`src/rtl/ahb_lite_arbiter_2m.sv`:
```
// Two-master AHB-Lite arbiter: muxes M0/M1 onto one slave bus, holds ownership across bursts/locks.
// Optional macro AHB_ARB_STARVE_LIMIT_EN adds per-master wait counters and STARVE_M0/STARVE_M1 outputs.
module ahb_lite_arbiter_2m #(
  parameter int ADDR_WIDTH   = 32,
  parameter int DATA_WIDTH   = 32,
  parameter int HBURST_WIDTH = 3,
  parameter int HPROT_WIDTH  = 4,
  parameter int RR_EN        = 1
) (
  input  logic                    HCLK,
  input  logic                    HRESETn,
  input  logic [ADDR_WIDTH-1:0]   HADDR_M0,
  input  logic                    HWRITE_M0,
  input  logic                    HMASTLOCK_M0,
  input  logic [2:0]              HSIZE_M0,
  input  logic [HBURST_WIDTH-1:0] HBURST_M0,
  input  logic [HPROT_WIDTH-1:0]  HPROT_M0,
  input  logic [1:0]              HTRANS_M0,
  input  logic [DATA_WIDTH-1:0]   HWDATA_M0,
  output logic                    HREADY_M0,
  output logic                    HRESP_M0,
  output logic [DATA_WIDTH-1:0]   HRDATA_M0,
  input  logic [ADDR_WIDTH-1:0]   HADDR_M1,
  input  logic                    HWRITE_M1,
  input  logic                    HMASTLOCK_M1,
  input  logic [2:0]              HSIZE_M1,
  input  logic [HBURST_WIDTH-1:0] HBURST_M1,
  input  logic [HPROT_WIDTH-1:0]  HPROT_M1,
  input  logic [1:0]              HTRANS_M1,
  input  logic [DATA_WIDTH-1:0]   HWDATA_M1,
  output logic                    HREADY_M1,
  output logic                    HRESP_M1,
  output logic [DATA_WIDTH-1:0]   HRDATA_M1,
  output logic [ADDR_WIDTH-1:0]   HADDR,
  output logic                    HWRITE,
  output logic [2:0]              HSIZE,
  output logic [HBURST_WIDTH-1:0] HBURST,
  output logic [HPROT_WIDTH-1:0]  HPROT,
  output logic [1:0]              HTRANS,
  output logic                    HMASTLOCK,
  output logic [DATA_WIDTH-1:0]   HWDATA,
  input  logic                    HREADY,
  input  logic                    HRESP,
  input  logic [DATA_WIDTH-1:0]   HRDATA,
  output logic                    HMASTER
`ifdef AHB_ARB_STARVE_LIMIT_EN
  ,
  output logic                    STARVE_M0,
  output logic                    STARVE_M1
`endif
);

  localparam logic [1:0] IDLE = 2'b00, BUSY = 2'b01, NONSEQ = 2'b10, SEQ = 2'b11;

  logic owner_q, owner_d, last_grant_q, last_grant_d;
  logic dvalid_q, dvalid_d, downer_q, downer_d, lock_q, lock_d;
  logic req0, req1, owner, pick, lock_hold, burst_hold;
  logic [1:0] q_trans, a_trans;
  logic q_lock, a_lock;

  // Requests are ignored while in reset so nobody is stalled by a master that is not yet reset.
  assign req0 = HRESETn & HTRANS_M0[1];
  assign req1 = HRESETn & HTRANS_M1[1];

  assign q_trans    = owner_q ? HTRANS_M1 : HTRANS_M0;
  assign q_lock     = owner_q ? HMASTLOCK_M1 : HMASTLOCK_M0;
  assign lock_hold  = lock_q | (q_lock & (q_trans != IDLE));
  assign burst_hold = (q_trans == SEQ) | (q_trans == BUSY);

  always_comb begin
    pick = owner_q;
    if (req0 && req1)  pick = (RR_EN != 0) ? ~last_grant_q : 1'b0;
    else if (req0)     pick = 1'b0;
    else if (req1)     pick = 1'b1;
  end

`ifdef AHB_ARB_STARVE_LIMIT_EN
  logic [7:0] wcnt0_q, wcnt0_d, wcnt1_q, wcnt1_d;
  logic starve0, starve1;
  // Only the non-owner can be starving, so at most one override fires per cycle.
  assign starve0 = HREADY & HRESETn & ~lock_hold & req0 &  owner_q & (wcnt0_q == 8'hFF);
  assign starve1 = HREADY & HRESETn & ~lock_hold & req1 & ~owner_q & (wcnt1_q == 8'hFF);
  assign STARVE_M0 = starve0;
  assign STARVE_M1 = starve1;
`endif

  always_comb begin
    owner = owner_q;
    if (HREADY && HRESETn && !lock_hold) begin
`ifdef AHB_ARB_STARVE_LIMIT_EN
      if (starve0)          owner = 1'b0;
      else if (starve1)     owner = 1'b1;
      else if (!burst_hold) owner = pick;
`else
      if (!burst_hold) owner = pick;
`endif
    end
  end

  assign a_trans   = owner ? HTRANS_M1 : HTRANS_M0;
  assign a_lock    = owner ? HMASTLOCK_M1 : HMASTLOCK_M0;
  assign HADDR     = owner ? HADDR_M1 : HADDR_M0;
  assign HWRITE    = owner ? HWRITE_M1 : HWRITE_M0;
  assign HSIZE     = owner ? HSIZE_M1 : HSIZE_M0;
  assign HBURST    = owner ? HBURST_M1 : HBURST_M0;
  assign HPROT     = owner ? HPROT_M1 : HPROT_M0;
  assign HMASTLOCK = a_lock;
  assign HTRANS    = HRESETn ? a_trans : IDLE;
  assign HMASTER   = owner;

  assign HWDATA    = downer_q ? HWDATA_M1 : HWDATA_M0;
  assign HRDATA_M0 = HRDATA;
  assign HRDATA_M1 = HRDATA;
  assign HRESP_M0  = dvalid_q & ~downer_q & HRESP;
  assign HRESP_M1  = dvalid_q &  downer_q & HRESP;

  always_comb begin
    HREADY_M0 = 1'b1;
    if (dvalid_q && !downer_q)  HREADY_M0 = HREADY;
    else if (req0 && owner)     HREADY_M0 = 1'b0;
    else if (!owner)            HREADY_M0 = HREADY;
  end

  always_comb begin
    HREADY_M1 = 1'b1;
    if (dvalid_q && downer_q)   HREADY_M1 = HREADY;
    else if (req1 && !owner)    HREADY_M1 = 1'b0;
    else if (owner)             HREADY_M1 = HREADY;
  end

  always_comb begin
    owner_d      = owner;
    last_grant_d = last_grant_q;
    dvalid_d     = dvalid_q;
    downer_d     = downer_q;
    lock_d       = lock_q;
    if (HREADY) begin
      dvalid_d = a_trans[1];
      downer_d = owner;
      if (a_trans == NONSEQ) last_grant_d = owner;
      if (a_trans[1] && a_lock)                               lock_d = 1'b1;
      else if (((a_trans == IDLE) || (a_trans == NONSEQ)) && !a_lock) lock_d = 1'b0;
    end
  end

`ifdef AHB_ARB_STARVE_LIMIT_EN
  always_comb begin
    wcnt0_d = wcnt0_q;
    wcnt1_d = wcnt1_q;
    if (!owner)                          wcnt0_d = 8'd0;
    else if (req0 && wcnt0_q != 8'hFF)   wcnt0_d = wcnt0_q + 8'd1;
    if (owner)                           wcnt1_d = 8'd0;
    else if (req1 && wcnt1_q != 8'hFF)   wcnt1_d = wcnt1_q + 8'd1;
  end

  always_ff @(posedge HCLK) begin
    if (!HRESETn) begin
      wcnt0_q <= 8'd0;
      wcnt1_q <= 8'd0;
    end else begin
      wcnt0_q <= wcnt0_d;
      wcnt1_q <= wcnt1_d;
    end
  end
`endif

  always_ff @(posedge HCLK) begin
    if (!HRESETn) begin
      owner_q      <= 1'b0;
      last_grant_q <= 1'b1;
      dvalid_q     <= 1'b0;
      downer_q     <= 1'b0;
      lock_q       <= 1'b0;
    end else begin
      owner_q      <= owner_d;
      last_grant_q <= last_grant_d;
      dvalid_q     <= dvalid_d;
      downer_q     <= downer_d;
      lock_q       <= lock_d;
    end
  end

endmodule

```
`config.mk`:
```
export PLATFORM = sky130hd
export DESIGN_NAME = ahb_lite_arbiter_2m
export DESIGN_NICKNAME = d
export VERILOG_FILES = /design/src/rtl/ahb_lite_arbiter_2m.sv
export SDC_FILE = /design/constraint.sdc
export NUM_CORES = 1
export LEC_CHECK = 0
export BUFFER_PORTS_ARGS = -buffer_cell sky130_fd_sc_hd__buf_2
export CELL_PAD_IN_SITES_DETAIL_PLACEMENT = 0
export CELL_PAD_IN_SITES_GLOBAL_PLACEMENT = 1
export CORE_AREA = 8 8 124 126
export DETAILED_ROUTE_END_ITERATION = 16
export DIE_AREA = 0 0 132 134
export HOLD_SLACK_MARGIN = 0.15
export PLACE_DENSITY_LB_ADDON = 0.1
export SKIP_CTS_REPAIR_TIMING = 1
export SYNTH_ARGS = -nofsm -noshare
export SYNTH_HDL_FRONTEND = slang
export SYNTH_SLANG_ARGS = --single-unit
```
`constraint.sdc`:
```
create_clock -name HCLK -period 4.9 [get_ports HCLK]
set_clock_uncertainty 0.2 [all_clocks]
set_input_delay 0.735 -clock HCLK [delete_from_list [all_inputs] [get_ports HCLK]]
set_output_delay 0.735 -clock HCLK [all_outputs]
set_load 0.01 [all_outputs]
```
## After elaboration in Yosys (flattened, before gate mapping)

Index checks and enable logic that the tools add are counted.

| word-level totals | value |
|---|---|
| bits in registers | 5 |
| bits of input ports | 192 |
| word-level logic and storage cells | 62 |

| cells by class | value |
|---|---|
| eq/ne operators | 3 |
| multiplexer cells | 24 |
| bitwise operators | 11 |
| reduce and logical (&&, ||, !) cells | 19 |

Operators with widths:

| cell | count |
|---|---|
| 2-to-1 mux 32 bit | 2 |
| 2-to-1 mux 1 bit | 16 |
| logical AND 1 bit | 9 |
| bitwise AND 1 bit | 7 |
| 2-to-1 mux 2 bit | 3 |
| 2-to-1 mux 3 bit | 2 |
| equality test 2 bit (second input constant) | 2 |
| logical NOT 1 bit | 4 |
| 2-to-1 mux 4 bit | 1 |
| AND reduction 2 bit | 2 |
| nonzero test 2 bit | 2 |
| equality test 2 x 1 -> 1 bit (second input constant) | 1 |
| logical NOT 2 bit | 1 |
| inverter 1 bit | 2 |
| OR 1 bit | 2 |
| logical OR 1 bit | 1 |

## Logic depth before layout (Yosys ltp)

| depth | value |
|---|---|
| word-level depth | 13 |
| mapped depth | 8 |
| gate-level depth less buffers | 5 |

## Worst setup path before layout

No wires, ideal clock.

| timing path | value |
|---|---|
| path kind | input to output |
| from | input HREADY |
| to | output HREADY_M1 |
| arrival | 2.093 ns |
| required time | 3.965 ns |
| path slack | 1.872 ns |
| cell stages on the path | 7 |
| cell sequence | buf_2 -> inv_1 -> a2111o_1 -> o2bb2ai_2 -> buf_6 -> a21oi_1 -> mux2_2 |

| between the ends | value |
|---|---|
| longest elaborated chain between the ends | 7 |
| elaborated cells between the ends (all ways) | 8 |

Ends and longest elaborated chain:

| element | RTL line | source |
|---|---|---|
| start, declared | 42 | `input logic HREADY,` |
| logical AND 1 bit (2 in a row) | 89 | `if (HREADY && HRESETn && !lock_hold) begin` |
| 2-to-1 mux 1 bit | 89 |  |
| logical NOT 1 bit | 127 | `else if (req1 && !owner) HREADY_M1 = 1'b0;` |
| logical AND 1 bit | 127 |  |
| 2-to-1 mux 1 bit | 127 |  |
| 2-to-1 mux 1 bit * | 126 | `if (dvalid_q && downer_q) HREADY_M1 = HREADY;` |
| end, declared | 31 | `output logic HREADY_M1,` |

Mark *: on every way between the ends. The rest lies on a longest branch, timed or not.

## Final worst setup path

| timing path | value |
|---|---|
| from | input HREADY |
| to | output HADDR[18] |

| between the ends | value |
|---|---|
| longest elaborated chain between the ends | 4 |

Ends and longest elaborated chain:

| element | RTL line | source |
|---|---|---|
| logical AND 1 bit (2 in a row) | 89 |  |
| 2-to-1 mux 1 bit | 89 |  |
| 2-to-1 mux 32 bit | 102 | `assign HADDR = owner ? HADDR_M1 : HADDR_M0;` |
| end, declared | 34 | `output logic [ADDR_WIDTH-1:0] HADDR,` |

Every way passes these cells.

==> impl_metrics.csv <==
group,metric,value,unit
status,outcome,"finished clean",
min_path,min_to,"lock_q$_SDFFE_PN0P_",
floorplanning,rows,43,
cells_and_area,fin_nets,563,
worst_setup_path,arrival,2570,ps
synth,syn_inst,198,
global_routing,grt_usage,0.0917,
routing,avgRoutedWirePerCell,16.1,um
cells_and_area,multi_input_area,1290,um2
cts,clock-root-buffer,"clkbuf_16",
sta,hold_ws,376,ps
synth,ys.flop_type,"dfxtp_1",
routing,drt_iter0_markers,10,
worst_setup_path,r2r_start,"last_grant_q$_SDFFE_PN1P_",
worst_setup_path,end_kind,"primary output",
cts,cts.sinks,5,
synth,syn-num-nets,390,
placement,place.gp.congestion,0.698,
worst_setup_path,worstPathRequired,3960,ps
synth,synth_edf_count,0,
routing,antenna_left,0,
cells_and_area,nFillCells,1512,
cells_and_area,seqCellArea,100,um2
placement,portBuffers,242,
pwr,leakagePower,1.56,nW
cts,cts_made_buffers,3,
cts,cts_max_level,1,
worst_setup_path,start_kind,"input pin",
global_routing,antenna_found_initial,0,
floorplanning,die-area,17700,um2
synth,seq_area_frac_synth,0.0503,
global_routing,grt_pass1_wl,13.2,mm
pwr,irDropWorstVdd,0.0640,mV
cells_and_area,final_util,0.218,
cells_and_area,layout_common_cells,"buf_2 (242), mux2_4 (44), mux2_2 (34)",
min_path,hold_depth,2,
placement,placed_area,2860,um2
routing,drc,0,
cells_and_area,fin_area,2940,um2
worst_setup_path,critical_path_peak_fanout,46,
flow_run,drv_cap,0,
sta,finalHoldViolCount,0,
worst_setup_path,crit_type,"in2out",
synth,ys_ff_latch,5,
cells_and_area,layout_commonest_cell,"buf_2",
placement,dp_hpwl,7.92,mm
sta,rsz0062_at_grt,"false",
floorplanning,pin_count,339,
min_path,hp-class,"reg2reg",
floorplanning,coreArea,13500,um2
min_path,hold_start,"lock_q$_SDFFE_PN0P_",
synth,syn_area,1990,um2
routing,firstDrtPassIters,4,
floorplanning,start_util,0.147,
cells_and_area,drive_gt1_frac,0.881,
cells_and_area,syn_to_final_growth,47.6,%
pwr,p_per_area,137,nW/um2
worst_setup_path,r2r_end,"lock_q$_SDFFE_PN0P_",
routing,vias_per_cell,3.74,
worst_setup_path,r2r_slack,2940,ps
synth,ys_types,28,
floorplanning,die_height,134,um
sta,slew_viol_final,0,
worst_setup_path,cpMaxStageDelayCell,"o2bb2ai_4",
worst_setup_path,max_stage_delay,400,ps
synth,async_flop_share,0,
routing,vias,2058,
cells_and_area,n_antenna_cell,0,
sta,timing.slew.headroom,0.572,
sta,period_needed,3500,ps
worst_setup_path,path_common_cell,"buf_2",
worst_setup_path,crit_chain,"buf_2 > nor2b_1 > nand4b_1 > o2bb2ai_4 > buf_12 > mux2_4 > buf_2",
cts,clkLatencyLatePin,220,ps
sta,finalSetupViolCount,0,
cts,cts_tree,"done",
cts,cts_max_path_buffers,2,
global_routing,grt_overflow,0,
synth,syn_area_per_cell,10.1,um2
worst_setup_path,r2r_cells,5,
floorplanning,die_w,132,um
global_routing,grt_pass1_vias,2390,
pwr,totalPowerFinal,0.000401,W
sta,fmax,285,MHz
sta,worstMarginPinSlew,640,ps
routing,wirelength,8.85,mm
sta,setup_tns,0,ps
sta,fin_crit_sh,0.715,
global_routing,grt_max_degree,47,
cts,clkTransAtPathRegs,30,ps
synth,yosysWarnings,0,
## worst max-delay path: cells and delay by family
family | cells | cell delay [ps]
buffers and inverters | 3 | 680
AO/OA/AOI/OAI | 1 | 400
multiplexers | 1 | 330
AND/OR/NAND/NOR | 2 | 370
## Yosys cell counts, drive strengths merged (2+ instances only)
library cell	n	area [um2]
a21oi	4	20.0
clkbuf	4	15.0
a41oi	2	17.5
mux2i	2	20.0
inv	2	7.51
buf	72	592
mux2	78	1040
dfxtp	5	100
nand2b	2	12.5
nand2	5	18.8
nor2b	3	18.8
nor2	6	22.5
o21ai	3	15.0
## cell type report
type                       count  area share
tap                          180      0.0766
clock buffer                   4      0.0268
multi-input combinational    115       0.438
sequential                     5      0.0341
timing repair buffer         244       0.421
inverter                       2     0.00255
## metrics by stage
step | std cells | worst slack, ps
after global routing | 550 | 1200
after CTS | 550 | 1310
after detailed placement | 546 | 1320
after floorplan | 198 | 1870
after global placement | 546 | 1340
final | 550 | 1400
## layer usage
layer | share of wire | GRT usage
met2 | 0.48 | 0.161
met5 | 0 | 0
met4 | 0.017 | 0.0287
met1 | 0.36 | 0.0897
met3 | 0.14 | 0.0524
## flip-flops by register name (all words and copies together) (netlist names)
register	flops
last_grant_q	1
owner_q	1
downer_q	1
dvalid_q	1
lock_q	1
## kinds of logic (layout without fill, tap and decap cells)
| group | Yosys count | after routing | synth area share |
|---|---|---|---|
| AND/OR/NAND/NOR | 21 | 21 | 0.0547 |
| multiplexers | 80 | 80 | 0.534 |
| flip-flops | 5 | 5 | 0.0503 |
| AO/OA/AOI/OAI | 14 | 14 | 0.0522 |
| buffers and inverters | 78 | 250 | 0.309 |
## where the power goes
group	switching, W	internal (W)
clock	0.0000241	0.000108
combinational	0.0000905	0.000132
sequential	0.00000402	0.0000429
## worst max path at each step
stage                     end  startpoint  cells past startpoint  slack (ps)
global placement    HREADY_M0      HREADY                      8        1340
floorplan           HREADY_M1      HREADY                      7        1870
finish              HADDR[18]      HREADY                      7        1400
detailed placement  HREADY_M0      HREADY                      8        1320
global route        HREADY_M0      HREADY                      8        1200
CTS                 HREADY_M0      HREADY                      8        1310
No activity file was read; power rests on OpenSTA's default activity.
